[config.mk]
export PLATFORM = sky130hd
export DESIGN_NAME = decoder_nto2n_reg_flat
export DESIGN_NICKNAME = d
export VERILOG_FILES = /design/src/rtl/decoder_nto2n_reg_if.sv /design/src/rtl/decoder_nto2n_reg.sv /design/src/flat_wrapper.sv
export SDC_FILE = /design/constraint.sdc
export NUM_CORES = 1
export LEC_CHECK = 0
export BUFFER_PORTS_ARGS = -buffer_cell sky130_fd_sc_hd__buf_4
export CAP_MARGIN = 30
export CORE_AREA = 3 3 40 42
export CTS_BUF_LIST = sky130_fd_sc_hd__clkbuf_16
export DETAILED_ROUTE_END_ITERATION = 10
export DIE_AREA = 0 0 43 45
export GPL_TIMING_DRIVEN = 0
export RECOVER_POWER = 25
export SYNTH_ARGS = -nofsm -noshare
export SYNTH_HDL_FRONTEND = slang
export SYNTH_SLANG_ARGS = --single-unit
[constraint.sdc]
create_clock -name i_clk -period 1.9 [get_ports i_clk]
set_clock_uncertainty 0.05 [all_clocks]
set_input_delay 0.19 -clock i_clk [delete_from_list [all_inputs] [get_ports i_clk]]
set_output_delay 0.19 -clock i_clk [all_outputs]
set_load 0.01 [all_outputs]
[src/rtl/decoder_nto2n_reg_if.sv]
// Handshake bundle for decoder_nto2n_reg: code input side plus one-hot output side.
// err exists only when DEC_RANGE_ERR_EN is defined.
interface decoder_nto2n_reg_if #(
    parameter int IN_W    = 2,
    parameter int NUM_OUT = 4
);
    logic [IN_W-1:0]    in;
    logic               in_valid;
    logic               in_ready;
    logic [NUM_OUT-1:0] d;
    logic               out_valid;
    logic               out_ready;
`ifdef DEC_RANGE_ERR_EN
    logic               err;

    modport master (
        output in, in_valid, out_ready,
        input  in_ready, d, out_valid, err
    );

    modport slave (
        input  in, in_valid, out_ready,
        output in_ready, d, out_valid, err
    );
`else
    modport master (
        output in, in_valid, out_ready,
        input  in_ready, d, out_valid
    );

    modport slave (
        input  in, in_valid, out_ready,
        output in_ready, d, out_valid
    );
`endif
endinterface

[src/rtl/decoder_nto2n_reg.sv]
// Registered binary-to-one-hot decoder with valid/ready handshake and level/pulse output mode.
// Optional macro DEC_RANGE_ERR_EN adds a registered out-of-range flag on bus.err.
module decoder_nto2n_reg #(
    parameter int IN_W    = 2,
    parameter int NUM_OUT = 4,
    parameter int MODE    = 0
) (
    input logic                i_clk,
    input logic                i_rst,
    decoder_nto2n_reg_if.slave bus
);
    // state   | meaning
    // S_EMPTY | no beat held, out_valid = 0
    // S_FULL  | unconsumed beat held in r_d, out_valid = 1
    typedef enum logic {S_EMPTY = 1'b0, S_FULL = 1'b1} state_t;

    state_t             r_state;
    state_t             w_state_nxt;
    logic [NUM_OUT-1:0] r_d;
    logic [NUM_OUT-1:0] w_d_nxt;
    logic [NUM_OUT-1:0] w_dec;
    logic               w_out_valid;
    logic               w_in_ready;
    logic               w_accept;
    logic               w_emit;

    if (IN_W < 1 || IN_W > 6) begin : g_bad_in_w
        $error("decoder_nto2n_reg: IN_W=%0d outside legal range 1..6", IN_W);
    end
    if (NUM_OUT < 1 || NUM_OUT > (1 << IN_W)) begin : g_bad_num_out
        $error("decoder_nto2n_reg: NUM_OUT=%0d illegal for IN_W=%0d", NUM_OUT, IN_W);
    end

    assign w_out_valid = (r_state == S_FULL);
    // Pass-through on drain keeps one code per cycle with a single register.
    assign w_in_ready  = !w_out_valid || bus.out_ready;
    assign w_accept    = bus.in_valid && w_in_ready;
    assign w_emit      = w_out_valid && bus.out_ready;

    always_comb begin
        w_dec = '0;
        for (int k = 0; k < NUM_OUT; k++) begin
            if (bus.in == IN_W'(k)) begin
                w_dec[k] = 1'b1;
            end
        end
    end

    always_comb begin
        w_state_nxt = r_state;
        w_d_nxt     = r_d;
        case (r_state)
            S_EMPTY: begin
                if (w_accept) begin
                    w_state_nxt = S_FULL;
                    w_d_nxt     = w_dec;
                end
            end
            S_FULL: begin
                if (w_accept) begin
                    w_d_nxt = w_dec;
                end else if (w_emit) begin
                    w_state_nxt = S_EMPTY;
                    if (MODE == 1) begin
                        w_d_nxt = '0;
                    end
                end
            end
            default: begin
                w_state_nxt = S_EMPTY;
                w_d_nxt     = '0;
            end
        endcase
    end

    always_ff @(posedge i_clk) begin
        if (i_rst) begin
            r_state <= S_EMPTY;
            r_d     <= '0;
        end else begin
            r_state <= w_state_nxt;
            r_d     <= w_d_nxt;
        end
    end

    assign bus.in_ready  = w_in_ready;
    assign bus.out_valid = w_out_valid;
    assign bus.d         = r_d;

`ifdef DEC_RANGE_ERR_EN
    logic r_err;
    logic w_err_nxt;

    // An empty decode means the code had no matching output line.
    always_comb begin
        w_err_nxt = r_err;
        if (w_accept) begin
            w_err_nxt = ~|w_dec;
        end else if (w_emit) begin
            w_err_nxt = 1'b0;
        end
    end

    always_ff @(posedge i_clk) begin
        if (i_rst) begin
            r_err <= 1'b0;
        end else begin
            r_err <= w_err_nxt;
        end
    end

    assign bus.err = r_err;
`endif
endmodule

[src/flat_wrapper.sv]
// flat-port wrapper written by rule: the top's interface ports become plain ports
module decoder_nto2n_reg_flat 
#(
    parameter int IN_W    = 2,
    parameter int NUM_OUT = 4,
    parameter int MODE    = 0
)
  (i_clk, i_rst, bus_in, bus_in_valid, bus_out_ready, bus_in_ready, bus_d, bus_out_valid);
  decoder_nto2n_reg_if #(.IN_W(IN_W), .NUM_OUT(NUM_OUT)) bus_i ();
  input logic i_clk;
  input logic i_rst;
  input wire logic [$bits(bus_i.in)-1:0] bus_in;
  input wire logic [$bits(bus_i.in_valid)-1:0] bus_in_valid;
  input wire logic [$bits(bus_i.out_ready)-1:0] bus_out_ready;
  output wire logic [$bits(bus_i.in_ready)-1:0] bus_in_ready;
  output wire logic [$bits(bus_i.d)-1:0] bus_d;
  output wire logic [$bits(bus_i.out_valid)-1:0] bus_out_valid;
  assign bus_i.in = bus_in;
  assign bus_i.in_valid = bus_in_valid;
  assign bus_i.out_ready = bus_out_ready;
  assign bus_in_ready = bus_i.in_ready;
  assign bus_d = bus_i.d;
  assign bus_out_valid = bus_i.out_valid;
  decoder_nto2n_reg #(.IN_W(IN_W), .NUM_OUT(NUM_OUT), .MODE(MODE)) u_core (.i_clk(i_clk), .i_rst(i_rst), .bus(bus_i));
endmodule
==> impl_metrics.env <==
export IMPL_cts_hold_buffers=0
export IMPL_worstPathCellList="nor2b_1 > inv_1 > buf_4"
export IMPL_clk_pin_slew_ns=0.03
export IMPL_synth_area_leaders="dfxtp_1 53%, a21oi_1 13%, o21ai_0 11%"
export IMPL_hold_class="in -> reg"
export IMPL_placed_cells=47
export IMPL_swShare_pct=17.58
export IMPL_seq_power_share_pct=23.2
export IMPL_criticalPathCategory="reg -> out"
export IMPL_cts_buffers=3
export IMPL_instances_no_fill=51
export IMPL_timing_hold_ws_ns=0.1064
export IMPL_synth_cells=21
export IMPL_drt_wl_total_um=523
export IMPL_diodes=0
export IMPL_antenna_left=0
export IMPL_crit_path_start_kind="register"
export IMPL_endpoint_kind="output pin"
export IMPL_wl_per_cell_um=10.25
export IMPL_rows=13
export IMPL_fin_area_um2=362.8
export IMPL_finalCritPeriodShare_pct=74.63
export IMPL_hold_viol_final=0
export IMPL_grtUsageTotal_pct=6.828
export IMPL_port_buffers=11
export IMPL_start_util_pct=14.80
export IMPL_setup_viol=0
export IMPL_final_core_util_pct=28.24
export IMPL_cpMaxStageDelayCell="dfxtp_1"
export IMPL_gp_congestion=0.7119
export IMPL_required_ns=1.66
export IMPL_vias_per_cell=4.235
export IMPL_worstMarginPinSlew_ns=0.3143
export IMPL_die_area_um2=1935
export IMPL_clkPwrFrac_pct=70.2
export IMPL_cp_arrival_ns=1.18
export IMPL_die_x_um=43
export IMPL_power_density_nw_per_um2=1334
export IMPL_tns_ns=0
export IMPL_first_pass_iters=3
export IMPL_rsz0062_at_grt="no"
export IMPL_post_route_min_period_ns=1.418
export IMPL_drc=0
export IMPL_max_freq_ghz=0.7052
export IMPL_ys_warn_count=0
export IMPL_post_cts_buffers=0
export IMPL_cp_max_fo=6
export IMPL_ios=12
export IMPL_clk_latency_ns=0.23
export IMPL_ir_drop_v=0.0007279
export IMPL_maxCapViolCount=0
export IMPL_synth_area_leader_cell="dfxtp_1"
export IMPL_cts_max_level=1
export IMPL_dieHeight_um=45
export IMPL_finalMaxSlewViolations=0
export IMPL_grt_pass1_vias=216
export IMPL_dpl_cell_area_um2=291.5
export IMPL_synth_fp_nets=27
export IMPL_status="completed"
export IMPL_nets=43
export IMPL_grt_ovfl_total=0
export IMPL_syn_avg_cell_area_um2=9.056
export IMPL_drive_gt1_share_pct=36.11
export IMPL_combPwrFrac_pct=6.7
export IMPL_switchingPower_uw=85.12
export IMPL_cts_resized=0
export IMPL_p_int_uw=399.0
export IMPL_area_growth_pct=90.79
export IMPL_grt_max_degree=7
export IMPL_synth_seq_area_share_pct=52.63
export IMPL_fp_coreArea_um2=1285
export IMPL_antenna_found_initial=0
export IMPL_syn_cell_area_um2=190.2
export IMPL_vias=216
export IMPL_leakage_nw=0.1520
export IMPL_drt_initial_drc_count=3
export IMPL_slowest_delay_ns=0.31
export IMPL_relSlewSlack_pct=79.00
export IMPL_clock_path_buffers=2
export IMPL_cts_root_buffer="clkbuf_16"
export IMPL_synth_top_area_share_pct=52.63
export IMPL_clock_sinks=5
export IMPL_yosysUniqueCellTypes=9
export IMPL_grt_pass1_wl_um=821
export IMPL_cts_tree="yes"
export IMPL_synth_seq_cells=5
final cells by class:
class | instances | area, um2
inverter | 2 | 7.507
fill | 145 | 922.1
clock inverter | 1 | 3.754
tap | 15 | 18.77
multi-input combinational | 14 | 82.58
timing repair buffer | 11 | 75.07
clock buffer | 3 | 75.07
sequential | 5 | 100.1
final timing paths:
check,slack (ns),end,start,cells past startpoint
worst max-delay path,0.48,bus_in_ready,u_core.bus.out_valid,3
worst min-delay path,0.11,u_core.bus.d[0],i_rst,2
worst max register to register,0.76,u_core.bus.d[1],u_core.bus.out_valid,4
worst min register to register,0.42,u_core.bus.d[2],u_core.bus.d[2],2
through the flow:
step	worst slack (ns)	power, mW
after floorplan	0.7869	0.1259
after global placement	0.7050	0.1476
after detailed placement	0.7230	0.1477
after CTS	0.4730	0.4923
after global routing	0.3689	0.5061
final	0.4820	0.4841
layout by cell type, fill, tap and decap left out:
master,count
buf_4,9
a21oi_1,5
dfxtp_1,5
o21ai_0,4
clkbuf_16,3
inv_1,2
nand4b_1,2
clkbuf_1,2
inv_2,1
nor2b_1,1
or4_1,1
nand4_1,1
kinds of logic (layout without fill, tap and decap cells):
logic type	after synthesis	after routing	synth area share, %
DFF	5	5	52.63
buffers and inverters	2	17	3.944
AOI/OAI and AO/OA	9	9	23.68
and+or+nand+nor	5	5	19.74
synth_stat cells:
master,instances
a21oi_1,5
dfxtp_1,5
o21ai_0,4
nand4b_1,2
inv_1,1
inv_2,1
nand4_1,1
nor2b_1,1
or4_1,1
state kept, by name, summed over array words and instances (netlist names):
register / flops
u_core.bus.d: 4
u_core.bus.out_valid: 1
critical path: cells and delay by family, from the launching register on:
family,cells,cell delay (ns)
DFF,1,0.31
buffers and inverters,2,0.35
and+or+nand+nor,1,0.29
power groups by stage:
stage | clock network, mW | logic, mW | registers (mW)
floorplan | 0 | 0.00983 | 0.116
global placement | 0 | 0.0337 | 0.114
detailed placement | 0 | 0.0338 | 0.114
CTS | 0.346 | 0.0341 | 0.112
global route | 0.357 | 0.0357 | 0.113
finish | 0.340 | 0.0322 | 0.112
routing by layer:
metal  GRT usage [%]  up-vias  wire (um)
li1                -      107          -
met1           4.819       96        204
met2           9.880        9        226
met3           7.968        4         70
met4           5.422        0         22
met5               0        -          0
Note: power is estimated with default switching activity, not from simulation.
